`config.mk`:
```
export PLATFORM = sky130hd
export DESIGN_NAME = conf_loader
export DESIGN_NICKNAME = d
export VERILOG_FILES = /design/src/rtl/conf_pkg.sv /design/src/rtl/gap_timer.sv /design/src/rtl/conf_loader.sv
export SDC_FILE = /design/constraint.sdc
export NUM_CORES = 1
export LEC_CHECK = 0
export ABC_CLOCK_PERIOD_IN_PS = 2880
export CAP_MARGIN = 20
export CORE_UTILIZATION = 56
export DETAILED_ROUTE_END_ITERATION = 8
export GPL_TIMING_DRIVEN = 0
export HOLD_SLACK_MARGIN = 0.03
export PLACE_DENSITY = 0.79
export REMOVE_ABC_BUFFERS = 1
export SYNTH_ARGS = -nofsm -noshare
export SYNTH_HDL_FRONTEND = slang
export SYNTH_HIERARCHICAL = 1
export SYNTH_SLANG_ARGS = --single-unit
```
`constraint.sdc`:
```
create_clock -name clk -period 2.88 [get_ports clk]
set_input_delay 0.432 -clock clk [delete_from_list [all_inputs] [get_ports clk]]
set_output_delay 0.432 -clock clk [all_outputs]
set_load 0.01 [all_outputs]
```
`src/rtl/conf_pkg.sv`:
```
// -----------------------------------------------------------------------------
// conf_pkg
// Shared definitions for the DRSSTC configuration loader and the UART side
// that produces the per-byte parameter index.
//   PAR_N / PAR_W : parameters per frame / bits per parameter
//   IDX_W         : width of a parameter index (width of PAR_N-1)
//   state_e       : collect FSM states
//   conf_par_e    : parameter index names, shared with the receiver
//   par_bank_t    : packed parameter bank, index i at bits [8i+7:8i]
// -----------------------------------------------------------------------------
package conf_pkg;

    localparam int PAR_N = 5;
    localparam int PAR_W = 8;
    localparam int IDX_W = $clog2(PAR_N);

    typedef enum logic [1:0] {
        S_IDLE,
        S_COLLECT,
        S_DONE
    } state_e;

    typedef enum logic [IDX_W-1:0] {
        CONF_PAR_0,
        CONF_PAR_1,
        CONF_PAR_2,
        CONF_PAR_3,
        CONF_PAR_4
    } conf_par_e;

    typedef logic [PAR_N-1:0][PAR_W-1:0] par_bank_t;

    // A frame is sent highest index first.
    localparam logic [IDX_W-1:0] IDX_FIRST  = CONF_PAR_4;
    localparam logic [IDX_W-1:0] IDX_SECOND = CONF_PAR_3;

endpackage

```
`src/rtl/gap_timer.sv`:
```
// -----------------------------------------------------------------------------
// gap_timer
// Counts idle cycles between received bytes and flags when the gap reaches
// TIMEOUT_MAX. The counter saturates so a long idle period never wraps back
// into the valid range.
//   clk     : system clock
//   rst     : synchronous active-high reset
//   clear   : restart the count at zero (takes priority over enable)
//   enable  : count this cycle
//   expired : level, high while the count equals TIMEOUT_MAX, until clear
// -----------------------------------------------------------------------------
module gap_timer #(
    parameter int TIMEOUT_MAX = 2047
) (
    input  logic clk,
    input  logic rst,
    input  logic clear,
    input  logic enable,
    output logic expired
);

    localparam int               CNT_W   = $clog2(TIMEOUT_MAX + 1);
    localparam logic [CNT_W-1:0] CNT_MAX = CNT_W'(TIMEOUT_MAX);

    logic [CNT_W-1:0] cnt;

    // NOTE: state registers use non-blocking assignments so every flop samples
    // the pre-edge values regardless of statement order.
    always_ff @(posedge clk) begin
        if (rst) begin
            cnt <= '0;
        end else if (clear) begin
            cnt <= '0;
        end else if (enable && (cnt != CNT_MAX)) begin
            cnt <= cnt + 1'b1;
        end
    end

    assign expired = (cnt == CNT_MAX);

endmodule

```
`src/rtl/conf_loader.sv`:
```
// -----------------------------------------------------------------------------
// conf_loader
// Assembles a 5-byte configuration frame (index 4 first, down to 0), checks
// byte order and inter-byte gap, stages a complete frame and commits it to
// the active parameter bank only inside the interrupter's safe window.
//   clk        : system clock
//   rst        : synchronous active-high reset
//   rx_data    : received byte, valid with rx_valid
//   rx_addr    : parameter index of rx_data, valid with rx_valid
//   rx_valid   : single-cycle byte strobe
//   commit_ok  : safe-window level, 1 = par_bus may change
//   par_bus    : active parameter bank, index i at bits [8i+7:8i]
//   cfg_update : pulse in the cycle after par_bus was loaded
//   pending    : a validated frame is staged, waiting for commit_ok
//   frame_err  : pulse when a frame or stray byte is discarded
//   overrun    : pulse when an uncommitted staged frame is replaced
//   collecting : a frame is partially received
// -----------------------------------------------------------------------------
module conf_loader
    import conf_pkg::*;
#(
    parameter int                       TIMEOUT_MAX = 2047,
    parameter logic [PAR_N*PAR_W-1:0]   PAR_DEF     = '0
) (
    input  logic                     clk,
    input  logic                     rst,
    input  logic [PAR_W-1:0]         rx_data,
    input  logic [IDX_W-1:0]         rx_addr,
    input  logic                     rx_valid,
    input  logic                     commit_ok,
    output logic [PAR_N*PAR_W-1:0]   par_bus,
    output logic                     cfg_update,
    output logic                     pending,
    output logic                     frame_err,
    output logic                     overrun,
    output logic                     collecting
);

    state_e           state;
    logic [IDX_W-1:0] exp_idx;
    par_bank_t        col_buf;
    par_bank_t        stage_buf;
    logic             commit_q;

    logic             commit;
    logic             start_hit;
    logic             gap_expired;

    assign commit     = pending && commit_ok;
    assign start_hit  = rx_valid && (rx_addr == IDX_FIRST);
    assign collecting = (state == S_COLLECT);

    // The gap only counts while a frame is open; any byte or leaving the
    // collect state restarts it.
    gap_timer #(
        .TIMEOUT_MAX (TIMEOUT_MAX)
    ) u_gap_timer (
        .clk     (clk),
        .rst     (rst),
        .clear   (rx_valid || (state != S_COLLECT)),
        .enable  ((state == S_COLLECT) && !rx_valid),
        .expired (gap_expired)
    );

    always_ff @(posedge clk) begin
        if (rst) begin
            state      <= S_IDLE;
            exp_idx    <= IDX_FIRST;
            // NOTE: the frame buffers are plain flops, not a memory array, so
            // they take the reset like every other register.
            col_buf    <= '0;
            stage_buf  <= '0;
            par_bus    <= PAR_DEF;
            pending    <= 1'b0;
            commit_q   <= 1'b0;
            cfg_update <= 1'b0;
            frame_err  <= 1'b0;
            overrun    <= 1'b0;
        end else begin
            frame_err  <= 1'b0;
            overrun    <= 1'b0;
            commit_q   <= commit;
            cfg_update <= commit_q;

            // Commit always takes the frame staged before this edge.
            if (commit) begin
                par_bus <= stage_buf;
                pending <= 1'b0;
            end

            // Hand-off cycle; a same-cycle commit keeps pending set because the
            // new frame replaces the one just committed.
            if (state == S_DONE) begin
                stage_buf <= col_buf;
                pending   <= 1'b1;
                overrun   <= pending && !commit_ok;
                state     <= S_IDLE;
                exp_idx   <= IDX_FIRST;
            end

            case (state)
                S_IDLE, S_DONE: begin
                    if (start_hit) begin
                        col_buf[PAR_N-1] <= rx_data;
                        exp_idx          <= IDX_SECOND;
                        state            <= S_COLLECT;
                    end else if (rx_valid) begin
                        frame_err <= 1'b1;
                    end
                end

                S_COLLECT: begin
                    if (gap_expired) begin
                        frame_err <= 1'b1;
                        state     <= S_IDLE;
                        exp_idx   <= IDX_FIRST;
                    end else if (rx_valid) begin
                        if (rx_addr == exp_idx) begin
                            for (int i = 0; i < PAR_N; i++) begin
                                if (exp_idx == IDX_W'(i)) col_buf[i] <= rx_data;
                            end
                            if (exp_idx == '0) begin
                                state <= S_DONE;
                            end else begin
                                exp_idx <= exp_idx - 1'b1;
                            end
                        end else begin
                            frame_err <= 1'b1;
                            if (start_hit) begin
                                col_buf[PAR_N-1] <= rx_data;
                                exp_idx          <= IDX_SECOND;
                            end else begin
                                state   <= S_IDLE;
                                exp_idx <= IDX_FIRST;
                            end
                        end
                    end
                end

                default: begin
                    state   <= S_IDLE;
                    exp_idx <= IDX_FIRST;
                end
            endcase
        end
    end

endmodule

```
# Yosys cells after proc, flatten, opt, wreduce, memory -nomap -nowiden
# Cells that the tools add are included.
# W data, S select, Z words.
[word_totals] in_bits=15 elab_cells=92 latch_bits=0 output_inout_bits=45 romBits=0 mem_count=0 reg_bits=141 ram_bits=0
[classes] magnitude_cmp=0 n_div=0 add_sub_neg=2 reduce_logical=20 n_mul=0 shift=0 eq_ne=14 n_bitwise=2 n_mux=35
[ops] cell="$mux W40" count=2
[ops] cell="$mux W8" count=7
[ops] cell="$mux W32" count=1
[ops] cell="$mux W3" count=7
[ops] cell="$reduce_and A5 Y1" count=4
[ops] cell="$pmux W8 S2" count=1
[ops] cell="$mux W2" count=7
[ops] cell="$add A11 B1 Y11 const B" count=1
[ops] cell="$eq A11 B11 Y1 const B" count=1
[ops] cell="$ne A11 B11 Y1 const B" count=1
[ops] cell="$mux W1" count=7
[ops] cell="$eq A3 B2 Y1 const B" count=2
[ops] cell="$eq A3 B3 Y1 const B" count=2
[ops] cell="$pmux W3 S2" count=1
[ops] cell="$reduce_or A2 Y1" count=3
[ops] cell="$logic_and A1 B1 Y1" count=5
[ops] cell="$ne A2 B2 Y1 const B" count=2
[ops] cell="$pmux W2 S2" count=1
[ops] cell="$reduce_and A4 Y1" count=1
[ops] cell="$reduce_bool A2 Y1" count=2
[ops] cell="$eq A3 B1 Y1 const B" count=1
[ops] cell="$eq A3 B3 Y1" count=1
[ops] cell="$logic_not A3 Y1" count=1
[ops] cell="$ne A3 B2 Y1 const B" count=1
[ops] cell="other kinds (9)" count=11

# Longest topological paths before layout
[logic_depth] ltp_word=7 depth_mapped=10 depth_no_buf=9

# By module
# Netlist, hierarchy kept.
[by_module_without_submodules] mod="conf_loader" instances=1 cells_per_inst=584 seq_area_each_um2=2602.5 area_per_inst_um2=4973.5
[by_module_without_submodules] mod="gap_timer" instances=1 cells_per_inst=81 seq_area_each_um2=220.2 area_per_inst_um2=693.2

# Worst setup path after synthesis
# No wires, ideal clock.
[synth_timing] kind="register to register" start="register u_gap_timer.cnt[0]" end="register col_buf[24] (netlist name)" path_buffers=1 arrival_time_ns=2.097 period_less_slack_ns=2.225 required_time_ns=2.752 stages_incl_launch_ff=11 setup_slack_ns=0.655 setup_time_ns=0.128 path_cell_list="dfxtp_1 > ha_1 > and4_2 > nand2_1 > nor2_1 > and4bb_1 > nand4_4 > nor3b_2 > buf_4 > mux2i_1 > nor2_1"
[synth_via] elab_chain_cells=3
[synth_lines] element="from (decl)" line="gap_timer.sv:25" text="logic [CNT_W-1:0] cnt;"
[synth_lines] element="from (signal assigned)" line="gap_timer.sv:35" text="cnt <= cnt + 1'b1;"
[synth_lines] element="$eq A11 B11 Y1" line="gap_timer.sv:39" text="assign expired = (cnt == CNT_MAX);"
[synth_lines] element="named net gap_expired" line="conf_loader.sv:47" text="logic gap_expired;"
[synth_lines] element="$not A1 Y1 (no line)"
[synth_lines] element="$reduce_and A5 Y1 (no line)"
[synth_lines] element="to (signal, indexed assignment)" line="conf_loader.sv:104" text="col_buf[PAR_N-1] <= rx_data;"
[synth_lines] element="to (signal, indexed assignment)" line="conf_loader.sv:120" text="if (exp_idx == IDX_W'(i)) col_buf[i] <= rx_data;"
[synth_lines] element="to (signal, indexed assignment)" line="conf_loader.sv:130" text="col_buf[PAR_N-1] <= rx_data;"
[synth_lines] element="to (decl)" line="conf_loader.sv:41" text="par_bank_t col_buf;"
# The timed path passes the listed nets, and every way through them passes these cells.
# A chain may end at the register's enable or synchronous reset.

# Worst setup path in the final report
[layout_timing] start="register u_gap_timer.cnt[0]" end="register col_buf[22] (netlist name)"
# Same word-level chain as after synthesis.

==> out/results.tsv <==
stage	metric	value	unit
yosys	Post-Syn Area per Cell	8.52	um2
grt	GRT Total Usage	25.8	%
detailed_routing	Detailed Route WL	13000	um
timing	setup ws final	0.275	ns
run	max-cap violations	0	
detailed_routing	Starting DRT DRC Count	244	
worst_setup_path	Crit. End Element	flip-flop	
power_and_ir_drop	Worst IR Drop VDD	0.423	mV
timing	Final period util	90.5	%
yosys	Mapped Cells	665	
hold_path	worst hold start	rst	
worst_setup_path	CP max stage cell	dfxtp_1	
timing	worst slew pin tran	1.01	ns
final_layout	Total Nets Final	724	
power_and_ir_drop	total power	4.37	mW
worst_setup_path	Critical Path Most Common Cell	nor2_1	
worst_setup_path	cell family with most CP delay	simple AND/OR/NAND/NOR gates	
die	full die area	10500	um2
worst_setup_path	critical path required time	3.29	ns
timing	Final Hold Fails	0	
cts	CTS H-Tree Depth	4	
detailed_routing	via count	4804	
cts	Clock Pin Slew Worst Setup and Hold Paths	0.07	ns
timing	Final min period	2.61	ns
worst_setup_path	CP cell instances	ha_1, and4_2, nand2_1, nor2_1, and4bb_1, nand4_4, nor3b_4, buf_12, mux2i_1, nor2_1	
worst_setup_path	CP peak stage delay	0.37	ns
die	Die Ht	103	um
timing	setup TNS	0	ns
worst_setup_path	startpoint types	flip-flop	
cts	clk_lat worst skew	0.52	ns
placement	DP Worst Slack	-0.159	ns
timing	Slew Limit Fails	0	
detailed_routing	ANT nets after route	0	
yosys	sequential fraction of the synthesis area	49.8	%
detailed_routing	Vias per Instance	5.66	
timing	RSZ-0062 raised after global routing	false	
final_layout	# diodes	0	
cts	clock sinks	141	
worst_setup_path	CP arrival	3.01	ns
worst_setup_path	FF-to-FF setup slack	0.27	ns
grt	first-pass GRT wire length	21000	um
cts	hold buffers post-CTS	0	
yosys	Synth cell types	60	
final_layout	fin cells	849	
die	Std-Cell Rows	36	
power_and_ir_drop	P per Cell Area	627	nW/um2
placement	HPWL reported at the end of detailed placement	7690	um
yosys	Synth top area share	49.8	%
hold_path	Worst Hold Class	in2reg	
die	Top-Level Pins	60	
cts	Clock Path Buffers	2	
yosys	Yosys top cell by area	dfxtp_1	
placement	RePlAce Congestion	0.861	
timing	Setup violations, final	0	
yosys	Post-synth top flop	dfxtp_1	
yosys	ranking of synthesized cells by area	dfxtp_1 50%, nand2_1 13%, a21oi_1 7.9%	
worst_setup_path	Crit Path Max Fanout	8	
detailed_routing	DR WL/cell	15.3	um
worst_setup_path	reg2reg start	u_gap_timer/cnt[0]	
detailed_routing	drt pass-1 iters	5	
outcome	status	complete, no violations	
final_layout	Fill cells	713	
power_and_ir_drop	leakage power	2.41	nW
timing	FMAX	384	MHz
timing	Fin Clk Skew	0.00796	ns
cts	TritonCTS clock tree	done	
grt	vias in the first global route	4494	
final_layout	area delta synth->final	23.2	%
worst_setup_path	crit path from	u_gap_timer/cnt[0]	
grt	initial antenna violation count	0	
die	CORE AREA	9770	um2
yosys	Synth top cells by count	193 x nand2_1, 141 x dfxtp_1, 90 x a21oi_1	
cts	CTS Buf Count	17	
timing	max_slew headroom	32.8	%
final_layout	layout cells sized above 1	8.52	%
yosys	Yosys reg bits	141	
yosys	ys async rst share	0	%
placement	Placed Cells	814	
detailed_routing	drt drc	0	
placement	I/O Buffers	59	
yosys	most common cell in the netlist	nand2_1	
grt	grt ovf	0	
die	Starting Density	58.0	%
grt	largest net degree at the start of global routing	66	
yosys	Synth warnings	6	
final_layout	Final Util	71.4	%
yosys	Post-synth EDFFs	0	
worst_setup_path	buffers plus inverters on the worst setup path	1	
cts	root buf cell	clkbuf_8	
yosys	Post-Synthesis Cell Area	5670	um2
worst_setup_path	Crit Path Class	reg2reg	
die	Die W	103	um
==> placed cells by master (no fill, tap or decap), types with 3 or more instances in the layout <==
| cell | count |
|---|---|
| nand2_1 | 193 |
| dfxtp_1 | 141 |
| a21oi_1 | 90 |
| clkdlybuf4s50_1 | 58 |
| mux2i_1 | 42 |
| nor2_1 | 40 |
| clkbuf_16 | 16 |
| o21ai_0 | 9 |
| inv_1 | 8 |
| and3_1 | 6 |
| a31oi_1 | 6 |
| nand4_1 | 6 |
| ha_1 | 6 |
| nand3_1 | 5 |
| inv_6 | 5 |
| nand2b_1 | 4 |
| nor3_1 | 4 |
| xnor2_2 | 3 |
| a41oi_1 | 3 |
| and4_1 | 3 |
| a211oi_1 | 3 |
| nor3b_4 | 3 |
| clkbuf_8 | 3 |
| bufinv_16 | 3 |
| clkinvlp_4 | 3 |
| buf_12 | 3 |
==> final timing paths <==
kind	end	cells after the start
max	col_buf[22]	10
min	commit_q	2
max reg2reg	col_buf[22]	10
min reg2reg	cfg_update	1
==> what timing repair did <==
item,in CTS,in global routing
setup buffers,0,3
pin swaps,0,3
gates resized for setup,3,0
endpoints found under the setup margin,24,24
==> cells by family after synthesis <==
logic type      synth area share, %
simple gates                   23.1
buf+inv                        4.20
mux                            7.42
fa+ha+maj                      1.32
xor+xnor                      0.861
flops                          49.8
compound gates                 13.3
==> worst reg2reg max path, stage by stage, from the launching register on <==
cell and delay (ns):
dfxtp_1 0.37, ha_1 0.31, and4_2 0.29, nand2_1 0.09, nor2_1 0.10, and4bb_1 0.35, nand4_4 0.21, nor3b_4 0.28
buf_12 0.18, mux2i_1 0.24, nor2_1 0.06
==> flip-flops by register name (all words and copies together) (netlist names) <==
name / cells
cfg_update: 1
overrun: 1
pending: 1
par_bus: 40
state: 2
col_buf: 40
frame_err: 1
commit_q: 1
u_gap_timer/cnt: 11
stage_buf: 40
exp_idx: 3
==> layout make-up <==
type	count	area (um2)	area share, %
Clock buffer	19	442	6.33
Clock inverter	13	176	2.53
Inverter	9	33.8	0.484
Multi-Input combinational cell	470	2640	37.8
Sequential cell	141	2820	40.4
Tap cell	133	166	2.38
Timing Repair Buffer	64	703	10.1
==> stage by stage <==
stage                     hold slack (ns)  instance area (um2)
after CTS                           0.417                 6920
after floorplan                     0.414                 5460
after global placement              0.422                 6220
after global routing                0.430                 6980
final                               0.410                 6980
after detailed placement            0.436                 6280
==> layer usage <==
metal  vias to the layer above  track usage, %  share of wire (%)  wire length [um]
li1                       2326               -                  -                 -
met5                         -               0                  0                 0
met2                       159            42.5                 50              6470
met3                        24            6.24                5.0               654
met4                         0            9.89                1.6               207
met1                      2295            32.6                 43              5640
==> power by group <==
group / switching, mW / total, mW / internal (mW)
logic: 0.0834 / 0.134 / 0.0506
registers: 0.0104 / 1.97 / 1.96
clock network: 0.885 / 2.27 / 1.39
total: 0.979 / 4.37 / 3.40
Power figures use the tool's default switching activity.
